==> src/rtl/ram_copy_dma.sv <==
// ram_copy_dma: single-master word copier, one RAM read then one RAM write per word.
// Define RAM_COPY_CHECKSUM_EN to add the running checksum output SUM.
module ram_copy_dma #(
  parameter int WIDTH  = 32,
  parameter int ADDR_W = 10
) (
  input  logic              CLK,
  input  logic              RST_N,
  input  logic              START,
  input  logic [ADDR_W-1:0] SRC,
  input  logic [ADDR_W-1:0] DST,
  input  logic [ADDR_W:0]   LEN,
  output logic              BUSY,
  output logic              DONE,
  output logic              MEM_WE,
  output logic [WIDTH-1:0]  MEM_ADDRESS,
  output logic [WIDTH-1:0]  MEM_WD,
`ifdef RAM_COPY_CHECKSUM_EN
  output logic [WIDTH-1:0]  SUM,
`endif
  input  logic [WIDTH-1:0]  MEM_RD
);

  typedef enum logic [1:0] {
    S_IDLE,
    S_READ,
    S_WRITE,
    S_DONE
  } state_t;

  localparam logic [ADDR_W-1:0] A_ONE = 1;
  localparam logic [ADDR_W:0]   L_ONE = 1;

  state_t            state;
  logic [ADDR_W-1:0] src_q;
  logic [ADDR_W-1:0] dst_q;
  logic [ADDR_W-1:0] addr_q;
  logic [ADDR_W:0]   rem_q;

  assign MEM_ADDRESS = {{(WIDTH-ADDR_W){1'b0}}, addr_q};

  // Copy sequencer: all RAM-facing outputs are registered here.
  always_ff @(posedge CLK or negedge RST_N) begin
    if (!RST_N) begin
      state  <= S_IDLE;
      src_q  <= '0;
      dst_q  <= '0;
      addr_q <= '0;
      rem_q  <= '0;
      BUSY   <= 1'b0;
      DONE   <= 1'b0;
      MEM_WE <= 1'b0;
      MEM_WD <= '0;
`ifdef RAM_COPY_CHECKSUM_EN
      SUM    <= '0;
`endif
    end else begin
      unique case (state)
        S_IDLE: begin
          if (START) begin
            BUSY <= 1'b1;
`ifdef RAM_COPY_CHECKSUM_EN
            SUM  <= '0;
`endif
            if (LEN == '0) begin
              state <= S_DONE;
              DONE  <= 1'b1;
            end else begin
              state  <= S_READ;
              addr_q <= SRC;
              src_q  <= SRC + A_ONE;
              dst_q  <= DST;
              rem_q  <= LEN;
            end
          end
        end
        S_READ: begin
          state  <= S_WRITE;
          MEM_WE <= 1'b1;
          MEM_WD <= MEM_RD;
          addr_q <= dst_q;
          dst_q  <= dst_q + A_ONE;
          rem_q  <= rem_q - L_ONE;
        end
        S_WRITE: begin
          MEM_WE <= 1'b0;
`ifdef RAM_COPY_CHECKSUM_EN
          SUM    <= SUM + MEM_WD;
`endif
          if (rem_q != '0) begin
            state  <= S_READ;
            addr_q <= src_q;
            src_q  <= src_q + A_ONE;
          end else begin
            state <= S_DONE;
            DONE  <= 1'b1;
          end
        end
        S_DONE: begin
          state <= S_IDLE;
          DONE  <= 1'b0;
          BUSY  <= 1'b0;
        end
        default: state <= S_IDLE;
      endcase
    end
  end

endmodule

==> config.mk <==
export PLATFORM = sky130hd
export DESIGN_NAME = ram_copy_dma
export DESIGN_NICKNAME = d
export VERILOG_FILES = /design/src/rtl/ram_copy_dma.sv
export SDC_FILE = /design/constraint.sdc
export NUM_CORES = 1
export LEC_CHECK = 0
export ABC_AREA = 1
export BUFFER_PORTS_ARGS = -buffer_cell sky130_fd_sc_hd__buf_2
export CAP_MARGIN = 15
export CORE_ASPECT_RATIO = 1.1
export CORE_MARGIN = 2
export CORE_UTILIZATION = 47
export DETAILED_ROUTE_END_ITERATION = 6
export PLACE_DENSITY = 0.74
export SYNTH_ARGS = -nofsm -noshare
export SYNTH_HDL_FRONTEND = slang
export SYNTH_SLANG_ARGS = --single-unit
==> constraint.sdc <==
create_clock -name CLK -period 2.1 [get_ports CLK]
set_input_delay 0.105 -clock CLK [delete_from_list [all_inputs] [get_ports CLK]]
set_output_delay 0.105 -clock CLK [all_outputs]
set_load 0.03 [all_outputs]
==> results.cfg, run 1 <==
[grt]
grt_max_degree = 47
grt_pass1_wl_um = 19600
grt_pass1_vias = 4291
grtUsageTotal_pct = 23.0
antenna_found_initial = 0
grt_overflow = 0

[critical_path]
crit_fanout = 6
path_common_cell = nand2_1
cp.required_ns = 2.33
crit_chain = inv_2, ha_4, buf_4, inv_2, nand2_1, nand2_4, ha_1, nand3_1, nor2_2, nand2_1, nand2_1, nand2_1, nand2_1, nand2_1
path_class = flip-flop to flip-flop
worst_path_max_delay_cell = dfrtp_1
slowest_delay_ns = 0.40
cp.arrival_ns = 2.10
crit_path_end_kind = flip-flop
startpoint_type = flip-flop

[sta]
report.final.hold_viol_count = 0
hold_ws_ns = 0.0610
setup_viol = 0
drv_slew = 0
setup_ws_ns = 0.232
rsz0062_at_grt = false
finClkSkew_ns = 0.00717
finalCriticalPeriod_ns = 1.87
tns_ns = 0
timing.fmax_ghz = 0.535
period_share_pct = 88.9

[power_and_ir_drop]
pwr-share-clk_pct = 13.2
power_density_nw_per_um2 = 1650
irDropWorstVdd_mv = 0.897
power.share.combinational_pct = 57.2
leakage_nw = 3.15
pwr-share-seq_pct = 29.5
p_total_mw = 9.40
swShare_pct = 50.3
p_switching_mw = 4.72
p_int_mw = 4.67

[clock_tree]
ctsLongestPathBuffers = 2
cts_tree = yes
cts.htree.levels = 3
cts_root_buffer = clkbuf_8
clk_latency_ns = 0.34
clock-sinks = 78
cts_buffers = 9
clkSlewWorstSetupHoldPaths_ns = 0.08

[placed_design]
gp_congestion = 0.888
dp_worst_setup_slack_ns = 0.0838
io_buffers = 110
place_area_um2 = 5120
post-dp-hpwl_um = 8060
dp.cells = 841

[layout]
utilization_pct = 60.8
syn2layout_area_growth_pct = 25.9
final_layout_size_suffix_gt1_share_pct = 21.6
layout_commonest_cell = nand2_1
multi_input_area_um2 = 2200
ff_latch_area_um2 = 1950
n_fill_cell = 811
nNetsFinal = 843
final_cell_mix = nand2_1 (278), buf_2 (109), dfrtp_1 (78), inv_1 (44), nor2_1 (43)
design_area_um2 = 5680
fin_cells = 890
diodes = 0

[synthesis]
synth_cell_type_count = 36
synth_top_area_share_pct = 43.2
avgSynthCellArea_um2 = 7.23
ys_ff_latch = 78
ys_seq_area_share_pct = 43.2
synth_largest_area_cell = dfrtp_1
syn-instance-count = 624
syn-cell-area_um2 = 4510
ys_warn_count = 0
synth_area_leaders = dfrtp_1 (43%), nand2_1 (23%), inv_1 (3.7%), buf_4 (3.7%), nand3_1 (3.7%)

[drt]
vias = 4435
detailedRoute.firstPassIterationCount = 5
routed_via_density = 4.98
drt_drc_violations_left = 0
avgRoutedWirePerCell_um = 13.0
wl_um = 11600
drtIter0Drc = 223
ant_nets = 0

[floorplan]
fp.dieW_um = 97.4
ios = 133
core_area_um2 = 9350
num_rows = 37
start_util_pct = 48.3
dieHeight_um = 107
dieArea_um2 = 10400

[run]
max_cap_viol_count = 0

[run_status]
status = finished, final reports clean

[hold_path]
hp-class = input port to flip-flop
synth_stat cells:
cell        n
nor2_4      2
xor2_1      2
a21oi_1     3
nor3_1      2
conb_1      1
clkbuf_1    5
dfrtp_1    78
nand3_1    33
or2_1       3
mux2i_1     2
inv_2       2
buf_6       3
buf_4      22
o211ai_1    3
nand2_4     8
o21ai_2     3
nand2_1   278
nand3b_1    1
buf_2      13
nor2_1     43
buf_1       1
xnor2_1     2
a31oi_1     7
nand4_1     2
a22o_1      1
a22oi_1     1
o31ai_1     2
o21ai_0    23
ha_1        9
o21ai_1    10
inv_1      45
nand2_2     7
o22ai_1     1
nor2_2      4
a21oi_2     1
o221ai_1    1
cells by family (layout without fill, tap and decap cells):
family | Yosys count | after routing | share of synthesized area, %
fa+ha+maj | 9 | 9 | 2.49
xor+xnor | 4 | 4 | 0.776
flops | 78 | 78 | 43.2
mux | 2 | 2 | 0.443
other cells | 1 | 22 | 0.0831
compound gates | 56 | 56 | 7.26
simple gates | 383 | 383 | 35.4
buf+inv | 91 | 219 | 10.3
final timing paths:
check	to	cells after the start	slack, ns	startpoint
setup / recovery	src_q[6]	14	0.23	state[0]
hold reg to reg	addr_q[7]	2	0.47	addr_q[7]
min in group asynchronous	MEM_WD[14]	2	0.22	RST_N
max in group asynchronous	src_q[6]	3	1.28	RST_N
hold / removal	dst_q[1]	3	0.06	DST[1]
setup reg to reg	src_q[6]	14	0.23	state[0]
per-layer routing:
layer	routed length (um)	part of all wire (%)	track usage [%]	vias to the layer above
met1	5020	43	29.6	2060
met3	959	8.3	5.87	13
li1	-	-	-	2187
met5	0	0	0	-
met4	110	0.95	6.94	0
met2	5500	47	38.4	175
area by class of cell:
| type | count | area share, % |
|---|---|---|
| Clock buffer | 11 | 2.31 |
| Multi-Input combinational cell | 476 | 38.7 |
| Sequential cell | 78 | 34.4 |
| Timing Repair Buffer | 156 | 17.5 |
| Tap cell | 117 | 2.58 |
| Clock inverter | 5 | 1.48 |
| Inverter | 47 | 3.11 |
what timing repair did:
action | 4_1_cts | 5_1_grt
setup buffers | 0 | 0
setup endpoints to repair | 0 | 14
resized for setup | 0 | 4
endpoints found under the hold margin | 64 | 0
hold buffers | 33 | 0
worst max-delay path: cells and delay by family (launching register included):
family | cells | cell delay, ns
adder cells (fa/ha/maj) | 2 | 0.36
flip-flops | 1 | 0.40
AND/OR/NAND/NOR | 9 | 0.69
buffers and inverters | 3 | 0.30
power groups by stage:
stage | registers (mW) | clock network [mW] | logic (mW)
finish | 2.77 | 1.24 | 5.38
global placement | 2.75 | 0 | 5.13
floorplan | 3.54 | 0 | 3.17
detailed placement | 2.76 | 0 | 5.30
CTS | 2.75 | 1.27 | 5.34
global route | 2.87 | 1.34 | 6.03
flip-flops by register name, summed over array words and instances, names as in the netlist:
signal  cells
addr_q     10
dst_q      10
DONE        1
src_q      10
MEM_WD     32
rem_q      11
MEM_WE      1
state       2
BUSY        1
(Power assumes the default switching activity.)
==> run 2: changes to the inputs <==
--- a/config.mk
+++ b/config.mk
@@ -11,8 +11,10 @@
 export CORE_ASPECT_RATIO = 1.1
 export CORE_MARGIN = 2
 export CORE_UTILIZATION = 47
+export CTS_BUF_LIST = sky130_fd_sc_hd__clkbuf_16
 export DETAILED_ROUTE_END_ITERATION = 6
 export PLACE_DENSITY = 0.74
+export SKIP_CTS_REPAIR_TIMING = 1
 export SYNTH_ARGS = -nofsm -noshare
 export SYNTH_HDL_FRONTEND = slang
 export SYNTH_SLANG_ARGS = --single-unit
==> results.cfg, run 2 (same netlist as run 1, synthesis figures left out) <==
[critical_path]
cpLargestDelayFamily = simple AND/OR/NAND/NOR gates
cp.arrival_ns = 2.10
path_class = flip-flop to flip-flop
rrSetupSlack_ns = 0.23
crit_fanout = 6
r2r-start = state[0]
startpoint_type = flip-flop
timing.rr.end = src_q[6]
crit_path_end_kind = flip-flop
worst_path_max_delay_cell = dfrtp_1
cp.required_ns = 2.32
path_buf_inv = 3
crit_chain = inv_2, ha_4, buf_4, inv_2, nand2_1, nand2_4, ha_1, nand3_1, nor2_2, nand2_1, nand2_1, nand2_1, nand2_1, nand2_1
slowest_delay_ns = 0.39
path_common_cell = nand2_1
worst_r2r_path_depth = 14

[sta]
timing.fmax_ghz = 0.534
setup_ws_ns = 0.226
finClkSkew_ns = 0.00521
report.final.hold_viol_count = 5
drv_slew = 0
setup_viol = 0
period_share_pct = 89.2
finalCriticalPeriod_ns = 1.87
hold_ws_ns = -0.0300

[drt]
avgRoutedWirePerCell_um = 13.1
drt_drc_violations_left = 0
vias = 4383
ant_nets = 0
drtIter0Drc = 230
detailedRoute.firstPassIterationCount = 5
routed_via_density = 4.96
wl_um = 11600

[layout]
utilization_pct = 61.2
largest_reg_flops = 32
nNetsFinal = 837
design_area_um2 = 5720
regMostFlops = MEM_WD
n_fill_cell = 805
layout_commonest_cell = nand2_1
final_layout_size_suffix_gt1_share_pct = 21.9
syn2layout_area_growth_pct = 26.7
top_regs = MEM_WD (32), rem_q (11)
final_cell_mix = nand2_1 (278), buf_2 (109), dfrtp_1 (78), inv_1 (46), nor2_1 (43)
diodes = 0

[clock_tree]
clkSlewWorstSetupHoldPaths_ns = 0.06
cts_tree = yes
cts.htree.levels = 3
clock-sinks = 78
cts_buffers = 9
cts_root_buffer = clkbuf_16
clk_latency_ns = 0.34
ctsLongestPathBuffers = 2

[power_and_ir_drop]
irDropWorstVdd_mv = 0.899
leakage_nw = 3.18
power_density_nw_per_um2 = 1720

[run]
max_cap_viol_count = 0

[placed_design]
io_buffers = 110
place_area_um2 = 5120
dp_worst_setup_slack_ns = 0.0838
post-dp-hpwl_um = 8060
gp_congestion = 0.888

[grt]
grt_max_degree = 47
grtUsageTotal_pct = 21.8
grt_pass1_wl_um = 18400
antenna_found_initial = 0
grt_pass1_vias = 4035
grt_overflow = 0

[floorplan]
fp.dieW_um = 97.4
core_area_um2 = 9350
dieHeight_um = 107
ios = 133
start_util_pct = 48.3
dieArea_um2 = 10400
num_rows = 37

[hold_path]
min_path_cells = 3
min_from = MEM_RD[20]
whs_endpoint = MEM_WD[20]
hp-class = input port to flip-flop

[run_status]
violations = hold timing
status = complete, but fails checks
==> run 2: cell count changes in the layout (fill, tap and decap cells not counted) <==
cell and delta:
dlygate4sd3_1 -6, ha_2 +1, clkbuf_8 -9, nand2_4 -1, nand2_2 +1, clkbuf_1 -2, inv_1 +2, ha_1 -1
clkbuf_16 +9
==> run 2: worst max-delay path by stage <==
stage	cells past startpoint	startpoint	to	slack, ns
after global placement	13	state[0]	src_q[8]	0.16
after detailed placement	13	state[0]	src_q[8]	0.08
final	14	state[0]	src_q[6]	0.23
after CTS	13	state[0]	src_q[6]	0.07
after global routing	10	rem_q[0]	addr_q[0]	-0.0005
after floorplan	13	state[0]	src_q[8]	0.12
==> run 2: report_power, final <==
| group | leakage [nW] | internal (mW) | switching [mW] |
|---|---|---|---|
| Sequential | 0.957 | 2.28 | 0.496 |
| Clock | 0.154 | 1.03 | 0.632 |
| Combinational | 2.07 | 1.72 | 3.66 |
==> run 2: through the flow <==
stage                     instances  power [mW]   TNS [ns]
final                           884        9.82          0
after global placement          841        7.87          0
after detailed placement        841        8.06          0
after floorplan                 645        6.71          0
after CTS                       857        9.76          0
after global routing            884        10.6  -0.000516
==> run 2: cell type report <==
class                   count  area [um2]  area share [%]
flip-flops and latches     78        1950            34.1
well taps                 117         146            2.56
repair buffers            150         933            16.3
clock inverters             7        91.3            1.60
inverters                  47         176            3.08
multi-input cells         476        2200            38.4
clock buffers               9         225            3.94
==> run 2: layer usage <==
| metal | GRT usage [%] | up-vias | share of wire [%] |
|---|---|---|---|
| met5 | 0 | - | 0 |
| met4 | 9.92 | 0 | 1.7 |
| met3 | 5.08 | 17 | 7.8 |
| met2 | 35.0 | 180 | 47 |
| met1 | 28.1 | 2005 | 43 |
| li1 | - | 2181 | - |
==> run 2: worst register-to-register path, cell delays in order (launching register included) <==
cell and delay [ns]:
dfrtp_1 0.39, inv_2 0.09, ha_4 0.19, buf_4 0.16
inv_2 0.06, nand2_1 0.07, nand2_4 0.07, ha_1 0.17
nand3_1 0.15, nor2_2 0.14, nand2_1 0.06, nand2_1 0.06
nand2_1 0.05, nand2_1 0.05, nand2_1 0.05
